==> src/rtl/emesh_pkt_fifo_if.sv <==
// rtl/emesh_pkt_fifo_if.sv - emesh packet handshake bundle for emesh_pkt_fifo
// slave is the buffer's view; master is the producer/consumer side.
interface emesh_pkt_fifo_if #(
  parameter int PW = 104
);
  logic          in_access;
  logic [PW-1:0] in_packet;
  logic          in_wait;
  logic          out_access;
  logic [PW-1:0] out_packet;
  logic          out_wait;
  logic          overflow;
  logic [7:0]    drop_count;

  modport slave (
    input  in_access, in_packet, out_wait,
    output in_wait, out_access, out_packet, overflow, drop_count
  );

  modport master (
    output in_access, in_packet, out_wait,
    input  in_wait, out_access, out_packet, overflow, drop_count
  );
endinterface

==> src/rtl/emesh_pkt_fifo.sv <==
// rtl/emesh_pkt_fifo.sv - emesh packet buffer with registered output, bypass and sticky overflow
// Define EMESH_FIFO_STATS_EN to build the saturating drop_count counter.
module emesh_pkt_fifo #(
  parameter int PW     = 104,
  parameter int DEPTH  = 16,
  parameter int MARGIN = 4
) (
  input  logic             sys_clk,
  input  logic             sys_nreset,
  emesh_pkt_fifo_if.slave  bus
);
  localparam int AW = $clog2(DEPTH);
  localparam int CW = AW + 1;

  logic [PW-1:0] mem [DEPTH];
  logic [AW-1:0] wptr, rptr;
  logic [CW-1:0] count, count_next;
  logic [CW:0]   occ_next;

  logic push, pop, load, mem_rd, bypass, wr_req, mem_wr, drop;
  logic out_access_next;

  always_comb begin
    push            = bus.in_access;
    pop             = bus.out_access && !bus.out_wait;
    load            = !bus.out_access || pop;
    mem_rd          = 1'b0;
    bypass          = 1'b0;
    out_access_next = bus.out_access;
    if (load) begin
      mem_rd          = (count != '0);
      bypass          = (count == '0) && push;
      out_access_next = mem_rd || bypass;
    end
    wr_req     = push && !bypass;
    mem_wr     = wr_req && ((count < CW'(DEPTH)) || mem_rd);
    drop       = wr_req && !mem_wr;
    count_next = count + CW'(mem_wr) - CW'(mem_rd);
    // Occupancy for pushback includes the output register.
    occ_next   = {1'b0, count_next} + (CW+1)'(out_access_next);
  end

  always_ff @(posedge sys_clk) begin
    if (mem_wr) mem[wptr] <= bus.in_packet;
  end

  always_ff @(posedge sys_clk or negedge sys_nreset) begin
    if (!sys_nreset) begin
      wptr           <= '0;
      rptr           <= '0;
      count          <= '0;
      bus.out_access <= 1'b0;
      bus.out_packet <= '0;
      bus.in_wait    <= 1'b0;
      bus.overflow   <= 1'b0;
    end else begin
      count          <= count_next;
      bus.out_access <= out_access_next;
      bus.in_wait    <= (occ_next >= (CW+1)'(DEPTH - MARGIN));
      if (mem_wr) wptr <= wptr + 1'b1;
      if (mem_rd) begin
        rptr           <= rptr + 1'b1;
        bus.out_packet <= mem[rptr];
      end else if (bypass) begin
        bus.out_packet <= bus.in_packet;
      end
      if (drop) bus.overflow <= 1'b1;
    end
  end

`ifdef EMESH_FIFO_STATS_EN
  logic [7:0] drop_cnt;

  always_ff @(posedge sys_clk or negedge sys_nreset) begin
    if (!sys_nreset) begin
      drop_cnt <= '0;
    end else if (drop && (drop_cnt != 8'hFF)) begin
      drop_cnt <= drop_cnt + 8'd1;
    end
  end

  assign bus.drop_count = drop_cnt;
`else
  assign bus.drop_count = 8'd0;
`endif
endmodule
==> src/flat_wrapper.sv <==
// flat-port wrapper written by rule: the top's interface ports become plain ports
module emesh_pkt_fifo_flat 
#(
  parameter int PW     = 104,
  parameter int DEPTH  = 16,
  parameter int MARGIN = 4
)
  (sys_clk, sys_nreset, bus_in_access, bus_in_packet, bus_out_wait, bus_in_wait, bus_out_access, bus_out_packet, bus_overflow, bus_drop_count);
  emesh_pkt_fifo_if #(.PW(PW)) bus_i ();
  input  logic sys_clk;
  input  logic sys_nreset;
  input wire logic [$bits(bus_i.in_access)-1:0] bus_in_access;
  input wire logic [$bits(bus_i.in_packet)-1:0] bus_in_packet;
  input wire logic [$bits(bus_i.out_wait)-1:0] bus_out_wait;
  output wire logic [$bits(bus_i.in_wait)-1:0] bus_in_wait;
  output wire logic [$bits(bus_i.out_access)-1:0] bus_out_access;
  output wire logic [$bits(bus_i.out_packet)-1:0] bus_out_packet;
  output wire logic [$bits(bus_i.overflow)-1:0] bus_overflow;
  output wire logic [$bits(bus_i.drop_count)-1:0] bus_drop_count;
  assign bus_i.in_access = bus_in_access;
  assign bus_i.in_packet = bus_in_packet;
  assign bus_i.out_wait = bus_out_wait;
  assign bus_in_wait = bus_i.in_wait;
  assign bus_out_access = bus_i.out_access;
  assign bus_out_packet = bus_i.out_packet;
  assign bus_overflow = bus_i.overflow;
  assign bus_drop_count = bus_i.drop_count;
  emesh_pkt_fifo #(.PW(PW), .DEPTH(DEPTH), .MARGIN(MARGIN)) u_core (.sys_clk(sys_clk), .sys_nreset(sys_nreset), .bus(bus_i));
endmodule
==> config.mk <==
export PLATFORM = sky130hd
export DESIGN_NAME = emesh_pkt_fifo_flat
export DESIGN_NICKNAME = d
export VERILOG_FILES = /design/src/rtl/emesh_pkt_fifo_if.sv /design/src/rtl/emesh_pkt_fifo.sv /design/src/flat_wrapper.sv
export SDC_FILE = /design/constraint.sdc
export NUM_CORES = 2
export LEC_CHECK = 0
export CORE_AREA = 2 2 291 437
export CTS_BUF_LIST = sky130_fd_sc_hd__clkbuf_4 sky130_fd_sc_hd__clkbuf_8
export CTS_CLUSTER_DIAMETER = 200
export DETAILED_ROUTE_END_ITERATION = 16
export DIE_AREA = 0 0 293 439
export HOLD_SLACK_MARGIN = 0.15
export MAX_ROUTING_LAYER = met4
export PLACE_DENSITY_LB_ADDON = 0.2
export SKIP_LAST_GASP = 1
export SYNTH_ARGS = -nofsm -noshare
export SYNTH_HDL_FRONTEND = slang
export SYNTH_SLANG_ARGS = --single-unit
==> constraint.sdc <==
create_clock -name sys_clk -period 4.3 [get_ports sys_clk]
set_input_delay 0.43 -clock sys_clk [delete_from_list [all_inputs] [get_ports sys_clk]]
set_output_delay 0.43 -clock sys_clk [all_outputs]
set_load 0.05 [all_outputs]
* Word level (Yosys, flattened, before mapping)
Memory sizes are Yosys's and may differ from the RTL's.
Index checks and enable logic that the tools add are counted.
** Storage, ports and cells
- Logic and storage cells :: 37
- Input bits :: 108
- Output and inout bits :: 115
- Register bits :: 120
- Memories :: 1
- Bits in writable memories :: 1664
** Cells by class
- Reductions and logical operators :: 15
- Add/subtract/negate cells :: 5
- Muxes and demuxes :: 7
- Magnitude comparators :: 2
** Memory list
- u_core.mem :: depth 16, width 104, rd ports 1, clocked after Yosys merged registers in 0, write ports 1, line emesh_pkt_fifo.sv:15 : logic [PW-1:0] mem [DEPTH];
** Operators by type and width (count)
- $mux 104 :: 2
- $add 4x1->4 const B :: 2
- $add 5x1->6 :: 1
- $ge 6x4->1 const B :: 1
- $add 5x1->5 :: 1
- $logic_and 1x1->1 :: 5
- $logic_not 5->1 :: 1
- $lt 5x5->1 const B :: 1
- $mux 1 :: 5
- $reduce_bool 5->1 :: 1
- $sub 5x1->5 :: 1
- $logic_not 1->1 :: 4
- $logic_or 1x1->1 :: 3
- $reduce_bool 2->1 :: 1

* Logic depth before layout (Yosys ltp)
- Word-level depth :: 11
- Depth in mapped cells :: 16

* Worst setup path after synthesis
Ideal clock, no wire load.
- Path type :: register to register
- Start :: register u_core.bus.out_access
- End :: memory u_core.mem[10][0] (enable)
- Data arrival time :: 3.771 ns
- Setup time :: 0.474 ns
- Required time :: 3.826 ns
- Path slack :: 0.055 ns
- Cell stages (with the launch flop) :: 6
- Cells stage by stage :: dfrtp_1 nand2_1 nand2_1 nand3_1 nor3b_1 and2_1
** Between the ends
- Word-level cells in the longest chain between the ends :: 8
- Elaborated cells between the ends (all ways) :: 11
- Classes of those cells :: mux (4); reduce/logical (7)
** RTL lines
- from (decl) :: line emesh_pkt_fifo_if.sv:17 : output in_wait, out_access, out_packet, overflow, drop_count
- from (signal assigned) :: line emesh_pkt_fifo.sv:58 : bus.out_access <= out_access_next;
- $logic_not 1->1 / $logic_and 1x1->1 (equally long branches) :: line emesh_pkt_fifo.sv:26, emesh_pkt_fifo.sv:25
- $logic_or 1x1->1 (*) :: line emesh_pkt_fifo.sv:26 : load = !bus.out_access || pop;
- $mux 1 :: line emesh_pkt_fifo.sv:30 : if (load) begin
- $logic_not 1->1 :: line emesh_pkt_fifo.sv:35 : wr_req = push && !bypass;
- $logic_and 1x1->1 :: line emesh_pkt_fifo.sv:35
- $logic_and 1x1->1 (*) :: line emesh_pkt_fifo.sv:36 : mem_wr = wr_req && ((count < CW'(DEPTH)) || mem_rd);
- $mux 1 (*) :: line emesh_pkt_fifo.sv:44 : if (mem_wr) mem[wptr] <= bus.in_packet;
- $mux 1 (implied by the code) (*) :: line emesh_pkt_fifo.sv:44
- to (decl) :: line emesh_pkt_fifo.sv:15
Mark *: on every way between the ends. The rest lies on a longest branch, timed or not.

* Worst setup path after layout
- Start :: register u_core.count[2]
- End :: register u_core.bus.in_wait
** Between the ends
- Word-level cells in the longest chain between the ends :: 10
- Elaborated cells between the ends (all ways) :: 16
- Classes of those cells :: add/sub (3); order compare (2); mux (3); reduce/logical (8)
** RTL lines
- from (decl) :: line emesh_pkt_fifo.sv:17 : logic [CW-1:0] count, count_next;
- from (signal assigned) :: line emesh_pkt_fifo.sv:57 : count <= count_next;
- branches (longest 5 deep; another with $lt 5x5->1)
- $logic_and 1x1->1 (*) :: line emesh_pkt_fifo.sv:36
- via u_core.mem_wr :: line emesh_pkt_fifo.sv:20 : logic push, pop, load, mem_rd, bypass, wr_req, mem_wr, drop;
- $add 5x1->5 (*) :: line emesh_pkt_fifo.sv:38 : count_next = count + CW'(mem_wr) - CW'(mem_rd);
- $sub 5x1->5 (*) :: line emesh_pkt_fifo.sv:38
- $add 5x1->6 (*) :: line emesh_pkt_fifo.sv:40 : occ_next = {1'b0, count_next} + (CW+1)'(out_access_next);
- $ge 6x4->1 (*) :: line emesh_pkt_fifo.sv:59 : bus.in_wait <= (occ_next >= (CW+1)'(DEPTH - MARGIN));
- to (signal assigned) :: line emesh_pkt_fifo.sv:59
- to (decl) :: line emesh_pkt_fifo_if.sv:17
Mark *: on every way through the listed nets, which the timed path passes.
A chain may end at the register's enable or synchronous reset.

==> impl_metrics.toml <==
[setup_path]
cp-start-kind = "flip-flop"
slowest_stage = "fa_1"
end_kind = "flip-flop"
arrival_ns = 4.43
crit_top_cell = "ha_1"
max_stage_delay_ns = 0.44
cp.required_ns = 5.17
path_cells = "inv_1 > ha_1 > nor4b_2 > buf_4 > nand2_1 > nand3_1 > clkinv_1 > ha_1 > fa_1 > a21oi_1 > o21bai_1 > xnor2_1 > mux2_2 > a22oi_1"
crit_fanout = 7
critPathKind = "reg -> reg"

[floorplanning]
initial_core_util_pct = 54.8
fp-row-count = 159
die_h_um = 439
core_sq_mm = 0.125
pin_count = 223
die_w_um = 293
fp.dieArea_sq_mm = 0.129

[routing]
drc = 0
wl_per_cell_um = 29.0
dr.pass1.iters = 5
ant_nets = 0
vias = 34360
vias_per_cell = 6.23
drtIter0Drc = 3115
drt-total-wl_um = 160000

[global_route]
antenna_found_initial = 12
grt_pass1_vias = 36747
grt_max_degree = 129
grt.total_usage_pct = 26.0
grt_pass1_wl_um = 237000
grt_overflow = 0

[timing]
finalMaxSlewViolations = 0
rsz0062_at_grt = "false"
tightest_slew_ns = 1.18
setup-violations-final = 0
finalHoldViolations = 0
slew_headroom_pct = 21.6
timing.final.ws_setup_ns = 0.739
fmax_mhz = 281
period_needed_ns = 3.56
final.setup_skew_ns = 0.0558
setup_tns_ns = 0
layout_worst_path_cycle_share_pct = 82.8

[clock_tree]
root_buffer = "clkbuf_8"
cts_buffers = 274
clockBufferDepth = 4
cts_setup_buffers = 0
path_clk_slew_ns = 0.06
htreeDepth = 5
cts_sinks = 1784
worst_skew_pair.late_latency_ns = 0.99
cts_tree = "built"

[placement]
pre_cts_ws_ns = 0.697
routabilityCongestion = 0.797
placed_cells_incl_taps = 5044
dp_hpwl_um = 89600
portBuffers = 214

[synth]
ys_types = 42
synth_enable_flop_cells = 1664
yosys_warnings = 0
ys_ff_latch = 1784
avgSynthCellArea_sq_um = 20.7
netlist_area_sq_mm = 0.0683
syn_inst = 3307
ys_async_sr_fraction_pct = 6.73
ys_seq_area_share_pct = 77.6
synth_ff_type = "edfxtp_1"

[min_path]
min_path_type = "in -> reg"

[finish]
syn_to_final_growth_pct = 14.6
nFillCells = 8454
multi_input_area_sq_mm = 0.0143
final_nets = 3836
fin_cells = 5517
drive_gt1_share_pct = 24.0
regArea_sq_mm = 0.0530

[run_status]
status = "complete, no violations"

[power]
finalPower_mw = 51.7
power_per_cell_area_mw_per_mm2 = 660
leakage_nw = 25.7
ir_worst_vdd_uv = 516

[job]
maxCapViolCount = 0
==> cell usage after synthesis (all sizes together) (48+ instances only) <==
library cell  instances  area, sq um
dfrtp               120         3000
o21ai                57          285
mux4                312         7030
buf                 106          718
o22ai               105          657
mux2                 57          642
a311oi               48          420
nand2               101          379
edfxtp             1664        50000
mux2i               256         2560
nor2                135          509
clkbuf               98          368
a31oi                56          350
a221oi               56          490
==> flip-flops by register name (all words and copies together), names as in the netlist <==
register and cells:
u_core.bus.out_access 1, u_core.count 5, u_core.wptr 4, u_core.bus.overflow 1
u_core.rptr 4, u_core.mem 1664, u_core.bus.in_wait 1, u_core.bus.out_packet 104
==> metal layers <==
metal  global-route usage [%]  up-vias  wire (um)
li1                         -    14483          -
met1                     31.9    18115      61100
met2                     43.9     1419      84200
met3                     4.30      343       9700
met4                     9.40        0       5040
met5                        -        -          0
==> logic make-up (layout without fill, tap and decap cells) <==
logic type | count (synthesis) | in the layout | synth area share [%]
muxes | 625 | 625 | 15.0
DFF | 1784 | 1784 | 77.6
AOI/OAI and AO/OA | 378 | 378 | 3.70
and+or+nand+nor | 278 | 278 | 1.69
buffers and inverters | 217 | 801 | 1.66
adders and majority gates | 14 | 14 | 0.267
other | 1 | 17 | 0.00549
xor gates and xnor gates | 10 | 10 | 0.128
==> worst max-delay path, delay by kind of cell, from the launching register on <==
| family | cells | cell delay, ns |
|---|---|---|
| fa+ha+maj | 3 | 0.90 |
| buf+inv | 3 | 0.59 |
| simple gates | 3 | 0.50 |
| compound gates | 3 | 0.42 |
| flops | 1 | 0.39 |
| mux | 1 | 0.38 |
| xor+xnor | 1 | 0.29 |
==> area by class of cell <==
cell class | count | share of cell area, %
Sequential cell | 1784 | 67.7
Multi-Input combinational cell | 1313 | 18.3
Clock buffer | 392 | 6.10
Timing Repair Buffer | 328 | 4.60
Tap cell | 1610 | 2.57
Clock inverter | 68 | 0.694
Inverter | 13 | 0.0623
Antenna cell | 9 | 0.0288
==> worst paths after layout <==
path	cells past startpoint	startpoint	endpoint	slack [ns]
max in group asynchronous	4	sys_nreset	u_core.bus.out_packet[62]$_DFFE_PN0P_	2.92
min in group asynchronous	4	sys_nreset	u_core.bus.out_packet[64]$_DFFE_PN0P_	0.66
worst max-delay path	14	u_core.count[2]$_DFF_PN0_	u_core.bus.in_wait$_DFF_PN0_	0.74
worst min register to register	1	u_core.bus.overflow$_DFFE_PN0P_	u_core.bus.overflow$_DFFE_PN0P_	0.48
worst max register to register	14	u_core.count[2]$_DFF_PN0_	u_core.bus.in_wait$_DFF_PN0_	0.74
worst min-delay path	3	bus_in_access	u_core.bus.overflow$_DFFE_PN0P_	0.26
==> cells in the final DEF, fill, tap and decap left out, drive strengths merged, types with 3 or more instances in the layout <==
cell | netlist | routed
edfxtp | 1664 | 1664
dlygate4sd3 | 0 | 3
clkbuf | 98 | 392
ha | 13 | 13
buf | 106 | 112
diode | 0 | 9
clkinv | 1 | 53
bufinv | 0 | 9
clkinvlp | 0 | 5
a22oi | 13 | 13
nor2 | 135 | 135
o21ai | 57 | 57
a311oi | 48 | 48
a21oi | 38 | 38
nand3 | 4 | 4
mux2i | 256 | 256
inv | 12 | 14
a221oi | 56 | 56
clkdlybuf4s50 | 0 | 213
mux4 | 312 | 312
conb | 1 | 8
dfrtp | 120 | 120
and2 | 17 | 17
nand2 | 101 | 101
o22ai | 105 | 105
mux2 | 57 | 57
a31oi | 56 | 56
xnor2 | 8 | 8
nand2b | 12 | 12
==> stage by stage <==
step                hold WS (ns)  util [%]  cell area, sq um
floorplan                  0.134         -             68300
global placement           0.469      58.4             72900
detailed placement         0.468      58.4             72900
CTS                        0.188      62.7             78300
global route               0.248      62.8             78300
finish                     0.264      62.8             78300
==> report_power, final <==
| part | internal (mW) | total [mW] | switching [mW] |
|---|---|---|---|
| combinational | 6.57 | 15.7 | 9.18 |
| sequential | 20.9 | 22.1 | 1.17 |
| clock | 7.65 | 13.8 | 6.18 |
| total | 35.1 | 51.7 | 16.5 |
==> repair_timing <==
| item | in CTS | in global routing |
|---|---|---|
| hold buffers | 4 | 0 |
| hold endpoints to repair | 81 | 0 |
| endpoints found under the setup margin | 0 | 0 |
| resized for setup | 0 | 0 |
Power figures use the tool's default switching activity.
